`src/rtl/rv_fetch_predictor_if.sv`:
```
// Fetch-stage bus: hazard/EX controls and BTB training in, fetch PC and prediction out.
interface rv_fetch_predictor_if #(parameter int XLEN = 32);
  logic            pc_write_i;
  logic            redirect_i;
  logic [XLEN-1:0] redirect_pc_i;
  logic            update_i;
  logic [XLEN-1:0] update_pc_i;
  logic [XLEN-1:0] update_target_i;
  logic            update_taken_i;
  logic [XLEN-1:0] pc_o;
  logic [XLEN-1:0] pc_plus_4_o;
  logic            pred_taken_o;
  logic [XLEN-1:0] pred_target_o;
  logic            flush_o;
  logic [31:0]     mispredict_count_o;

  modport slave (
    input  pc_write_i, redirect_i, redirect_pc_i,
    input  update_i, update_pc_i, update_target_i, update_taken_i,
    output pc_o, pc_plus_4_o, pred_taken_o, pred_target_o, flush_o, mispredict_count_o
  );

  modport master (
    output pc_write_i, redirect_i, redirect_pc_i,
    output update_i, update_pc_i, update_target_i, update_taken_i,
    input  pc_o, pc_plus_4_o, pred_taken_o, pred_target_o, flush_o, mispredict_count_o
  );
endinterface

```
`src/rtl/rv_fetch_predictor.sv`:
```
// Fetch PC owner with a direct-mapped BTB (2-bit counters) predicting the next fetch address.
module rv_fetch_predictor #(
  parameter int              XLEN        = 32,
  parameter int              BTB_ENTRIES = 16,
  parameter logic [XLEN-1:0] RESET_PC    = '0
) (
  input  logic               clk,
  input  logic               reset,
  rv_fetch_predictor_if.slave bus
);
  localparam int IDX = $clog2(BTB_ENTRIES);
  localparam int TW  = XLEN - IDX - 2;

  typedef struct packed {
    logic            valid;
    logic [TW-1:0]   tag;
    logic [XLEN-1:0] tgt;
    logic [1:0]      ctr;
  } btb_ent_t;

  btb_ent_t        btb_q [BTB_ENTRIES];
  btb_ent_t        btb_d [BTB_ENTRIES];
  logic [XLEN-1:0] pc_q, pc_d;
  logic [31:0]     cnt_q, cnt_d;

  logic [XLEN-1:0] pc_plus_4;
  logic [IDX-1:0]  lk_idx, up_idx;
  btb_ent_t        lk_ent, up_ent;
  logic            lk_hit, up_hit, pred_taken;
  logic [XLEN-1:0] pred_target;

  assign pc_plus_4   = pc_q + XLEN'(4);
  assign lk_idx      = pc_q[IDX+1:2];
  assign lk_ent      = btb_q[lk_idx];
  assign lk_hit      = lk_ent.valid && (lk_ent.tag == pc_q[XLEN-1:IDX+2]);
  assign pred_taken  = lk_hit && lk_ent.ctr[1];
  assign pred_target = pred_taken ? lk_ent.tgt : pc_plus_4;

  assign up_idx = bus.update_pc_i[IDX+1:2];
  assign up_ent = btb_q[up_idx];
  assign up_hit = up_ent.valid && (up_ent.tag == bus.update_pc_i[XLEN-1:IDX+2]);

  always_comb begin
    btb_d = btb_q;
    if (bus.update_i) begin
      if (up_hit) begin
        if (bus.update_taken_i) begin
          btb_d[up_idx].tgt = bus.update_target_i;
          if (up_ent.ctr != 2'b11) btb_d[up_idx].ctr = up_ent.ctr + 2'b01;
        end else if (up_ent.ctr != 2'b00) begin
          btb_d[up_idx].ctr = up_ent.ctr - 2'b01;
        end
      end else if (bus.update_taken_i) begin
        // Allocation evicts whatever lives at this index; start weakly taken.
        btb_d[up_idx].valid = 1'b1;
        btb_d[up_idx].tag   = bus.update_pc_i[XLEN-1:IDX+2];
        btb_d[up_idx].tgt   = bus.update_target_i;
        btb_d[up_idx].ctr   = 2'b10;
      end
    end
  end

  always_comb begin
    pc_d = pred_target;
    if (bus.redirect_i)       pc_d = bus.redirect_pc_i;
    else if (!bus.pc_write_i) pc_d = pc_q;
    cnt_d = cnt_q;
    if (bus.redirect_i && (cnt_q != 32'hFFFF_FFFF)) cnt_d = cnt_q + 32'd1;
  end

  always_ff @(posedge clk or negedge reset) begin
    if (!reset) begin
      pc_q  <= RESET_PC;
      cnt_q <= '0;
      for (int i = 0; i < BTB_ENTRIES; i++) begin
        btb_q[i] <= '{valid: 1'b0, tag: '0, tgt: '0, ctr: 2'b01};
      end
    end else begin
      pc_q  <= pc_d;
      cnt_q <= cnt_d;
      for (int i = 0; i < BTB_ENTRIES; i++) btb_q[i] <= btb_d[i];
    end
  end

  assign bus.pc_o               = pc_q;
  assign bus.pc_plus_4_o        = pc_plus_4;
  assign bus.pred_taken_o       = pred_taken;
  assign bus.pred_target_o      = pred_target;
  assign bus.flush_o            = bus.redirect_i;
  assign bus.mispredict_count_o = cnt_q;
endmodule

```
`src/flat_wrapper.sv`:
```
// flat-port wrapper written by rule: the top's interface ports become plain ports
module rv_fetch_predictor_flat 
#(
  parameter int              XLEN        = 32,
  parameter int              BTB_ENTRIES = 16,
  parameter logic [XLEN-1:0] RESET_PC    = '0
)
  (clk, reset, bus_pc_write_i, bus_redirect_i, bus_redirect_pc_i, bus_update_i, bus_update_pc_i, bus_update_target_i, bus_update_taken_i, bus_pc_o, bus_pc_plus_4_o, bus_pred_taken_o, bus_pred_target_o, bus_flush_o, bus_mispredict_count_o);
  rv_fetch_predictor_if #(.XLEN(XLEN)) bus_i ();
  input  logic clk;
  input  logic reset;
  input wire logic [$bits(bus_i.pc_write_i)-1:0] bus_pc_write_i;
  input wire logic [$bits(bus_i.redirect_i)-1:0] bus_redirect_i;
  input wire logic [$bits(bus_i.redirect_pc_i)-1:0] bus_redirect_pc_i;
  input wire logic [$bits(bus_i.update_i)-1:0] bus_update_i;
  input wire logic [$bits(bus_i.update_pc_i)-1:0] bus_update_pc_i;
  input wire logic [$bits(bus_i.update_target_i)-1:0] bus_update_target_i;
  input wire logic [$bits(bus_i.update_taken_i)-1:0] bus_update_taken_i;
  output wire logic [$bits(bus_i.pc_o)-1:0] bus_pc_o;
  output wire logic [$bits(bus_i.pc_plus_4_o)-1:0] bus_pc_plus_4_o;
  output wire logic [$bits(bus_i.pred_taken_o)-1:0] bus_pred_taken_o;
  output wire logic [$bits(bus_i.pred_target_o)-1:0] bus_pred_target_o;
  output wire logic [$bits(bus_i.flush_o)-1:0] bus_flush_o;
  output wire logic [$bits(bus_i.mispredict_count_o)-1:0] bus_mispredict_count_o;
  assign bus_i.pc_write_i = bus_pc_write_i;
  assign bus_i.redirect_i = bus_redirect_i;
  assign bus_i.redirect_pc_i = bus_redirect_pc_i;
  assign bus_i.update_i = bus_update_i;
  assign bus_i.update_pc_i = bus_update_pc_i;
  assign bus_i.update_target_i = bus_update_target_i;
  assign bus_i.update_taken_i = bus_update_taken_i;
  assign bus_pc_o = bus_i.pc_o;
  assign bus_pc_plus_4_o = bus_i.pc_plus_4_o;
  assign bus_pred_taken_o = bus_i.pred_taken_o;
  assign bus_pred_target_o = bus_i.pred_target_o;
  assign bus_flush_o = bus_i.flush_o;
  assign bus_mispredict_count_o = bus_i.mispredict_count_o;
  rv_fetch_predictor #(.XLEN(XLEN), .BTB_ENTRIES(BTB_ENTRIES), .RESET_PC(RESET_PC)) u_core (.clk(clk), .reset(reset), .bus(bus_i));
endmodule
```
`config.mk`:
```
export PLATFORM = sky130hd
export DESIGN_NAME = rv_fetch_predictor_flat
export DESIGN_NICKNAME = d
export VERILOG_FILES = /design/src/rtl/rv_fetch_predictor_if.sv /design/src/rtl/rv_fetch_predictor.sv /design/src/flat_wrapper.sv
export SDC_FILE = /design/constraint.sdc
export NUM_CORES = 2
export LEC_CHECK = 0
export CAP_MARGIN = 30
export CORE_MARGIN = 8
export CORE_UTILIZATION = 55
export DETAILED_ROUTE_END_ITERATION = 6
export PLACE_DENSITY = 0.75
export SYNTH_ARGS = -nofsm -noshare
export SYNTH_HDL_FRONTEND = slang
export SYNTH_SLANG_ARGS = --single-unit
```
`constraint.sdc`:
```
create_clock -name clk -period 12.65 [get_ports clk]
set_input_delay 1.265 -clock clk [delete_from_list [all_inputs] [get_ports clk]]
set_output_delay 1.265 -clock clk [all_outputs]
set_load 0.05 [all_outputs]
```
==> reports/metrics.yaml <==
status: "finished clean"
synth-xor-area-share: 0.0162
die_area_um2: 106000
ant_nets: 0
post_drt_wl_per_cell_um: 29.6
cp.arrival_ps: 7090
core_um2: 95200
grtUsageTotal: 0.288
grt_pass1_wl_um: 235000
dp_hpwl_um: 93100
min_to: "u_core.btb_q[732]"
period_share: 0.660
yosys.area_share.simple: 0.0486
critPathKind: "reg2out"
vdd_ir_drop_max_mv: 0.135
synth_seq_cells: 1040
synth.avg_cell_area_um2: 14.0
holdPathStages: 2
min_period_ps: 8350
start_util: 0.556
clock.fmax_ghz: 0.120
totalWireLength_um: 155000
cts_buffer_depth: 3
drv_cap: 0
async_flop_share: 1.00
setup_tns_ps: 0
power.density_nw_per_um2: 167
postCtsHoldBufs: 0
ios: 232
reg2reg_depth: 12
fin_nets: 3981
grt_max_degree: 187
grt_antenna_before_repair: 14
timing.hold.ws_ps: 464
remaining_drc_errors: 0
cts_resized: 0
rsz0062_at_grt: "no"
holdCritStartpoint: "u_core.btb_q[732]"
hold_class: "reg2reg"
die_x_um: 326
overflow: 0
fp-row-count: 113
die_h_um: 326
routed-via-count: 34700
fin_cells: 5241
final_util: 0.632
cts_sinks: 1040
syn_area_um2: 52900
layout_setup_ws_ps: 4300
leakage_uw: 0.0261
drtIter0Drc: 3651
cts_setup_buffers: 0
synthAdderAreaFrac: 0.000946
hold_viol: 0
synth_ff_type: "dfrtp_1"
startpoint_type: "flip-flop"
syn2layout_area_growth_pct: 13.8
syn-num-nets: 3881
cpMaxStageDelayCell: "clkdlybuf4s50_1"
cts_tree: "built"
worstMarginPinSlew_ps: 1100
crit_required_ps: 11390
dpl_worst_slack_ps: 5120
finalMaxSlewViolations: 0
first_pass_iters: 6
r2r_start: "u_core.bus.pc_o[2]"
port_buffers: 229
yosys_warnings: 0
cp_slowest_stage_delay_ps: 920
via_per_inst: 6.63
cts-root-buf: "clkbuf_16"
gp_congestion: 0.921
clkTransAtPathRegs_ps: 60
ys_types: 75
critPathMaxFanout: 38
grt_pass1_vias: 35800
ys_seq_area_frac: 0.493
cp_cell_sequence: "buf_4 > buf_16 > mux4_2 > mux4_2 > xnor2_1 > nand2_1 > or4_1 > or4_4 > nor4_4 > buf_4 > nor2_1 > a21oi_1 > clkdlybuf4s50_1"
synth_edf_count: 0
synth_compound_area_frac: 0.0450
numCtsBuffers: 109
rrSetupSlack_ps: 6840
slew_headroom: 0.264
htreeDepth: 3
place_inst: 5027
synth.area.mux_share: 0.365
r2r-end: "u_core.bus.pc_o[23]"
setup_viol: 0
drive_above_1_share: 0.404
cp-end-kind: "output port"
netlist_instances: 3775
finClkSkew_ps: 47.9
synth_top_family_by_area: "multiplexers"
clock_latency_ps: 720
## area by class of cell
cell class / instances / area, um^2
clock inverters: 54 / 658
clock buffers: 151 / 3140
fillers: 7031 / 35000
multi-input cells: 2360 / 25400
repair buffers: 315 / 3150
well taps: 1265 / 1580
flip-flops and latches: 1040 / 26100
inverters: 49 / 184
diodes: 7 / 17.5
## worst max-delay path by stage
stage / startpoint / end / slack (ps) / depth (start not counted)
after global placement: u_core.bus.pc_o[2] / bus_pred_target_o[2] / 4890 / 12
after floorplan: u_core.bus.pc_o[2] / bus_pred_target_o[1] / 6590 / 15
final: u_core.bus.pc_o[2] / bus_pred_target_o[2] / 4300 / 13
after detailed placement: u_core.bus.pc_o[2] / bus_pred_target_o[2] / 5120 / 13
after global routing: u_core.bus.pc_o[2] / bus_pred_target_o[2] / 4070 / 13
after CTS: u_core.bus.pc_o[2] / bus_pred_target_o[2] / 4330 / 13
## cells in the mapped netlist, types with 26 or more instances
library cell | number | area [um^2]
inv_1 | 45 | 169
mux4_2 | 287 | 6460
clkbuf_1 | 206 | 773
o22ai_1 | 28 | 175
dfrtp_1 | 1024 | 25600
mux2_2 | 931 | 10500
o21ai_0 | 45 | 225
nand3_1 | 26 | 130
a221oi_1 | 52 | 455
nand4_1 | 27 | 169
a22oi_1 | 36 | 270
buf_2 | 60 | 300
xor2_1 | 46 | 403
mux2i_1 | 218 | 2180
nor2_1 | 75 | 282
a221o_1 | 26 | 260
or3_1 | 28 | 175
xnor2_1 | 52 | 455
nand2_1 | 190 | 713
## critical path: cells and delay by family (launching register included)
family	cells	cell delay (ps)
compound gates	1	410
xor+xnor	1	150
mux	2	1060
flops	1	880
buf+inv	4	2330
simple gates	5	1480
## cells by family (layout without fill, tap and decap cells)
family	Yosys count	count (layout)
DFF	1040	1040
AOI/OAI and AO/OA	307	307
xor gates and xnor gates	98	98
and+or+nand+nor	504	504
muxes	1447	1447
other	0	7
adders and majority gates	4	4
buffers and inverters	375	569
## cell usage in the layout (no fill, tap or decap), types with 46 or more instances in the layout
master	n
xnor2_1	52
clkdlybuf4s50_1	224
mux2i_1	218
mux4_2	287
xor2_1	46
mux2_2	931
nand2_1	189
buf_4	70
dfrtp_1	1020
a221oi_1	52
clkbuf_16	109
nor2_1	64
## registers in the layout, indices dropped and copies added, names as in the netlist
signal	flops
u_core.bus.pc_o	32
u_core.btb_q	976
u_core.bus.mispredict_count_o	32
## per-layer routing
| metal | wire [um] | track usage | part of all wire |
|---|---|---|---|
| met3 | 14400 | 0.0819 | 0.093 |
| met1 | 63200 | 0.394 | 0.41 |
| met4 | 6050 | 0.101 | 0.039 |
| met5 | 34 | 0 | 0.00022 |
| met2 | 71400 | 0.443 | 0.46 |
## where the power goes
| part | internal (uW) | switching (uW) |
|---|---|---|
| Sequential | 3960 | 439 |
| Clock | 1930 | 1410 |
| Combinational | 1190 | 1100 |
| Total | 7080 | 2950 |
## through the flow
stage	total power, uW	cell area, um^2
2_1_floorplan	5960	52900
3_3_place_gp	6610	56200
3_5_place_dp	6700	56300
4_1_cts	10000	60100
5_1_grt	10400	60200
6_report	10000	60200
(Power assumes the default switching activity.)
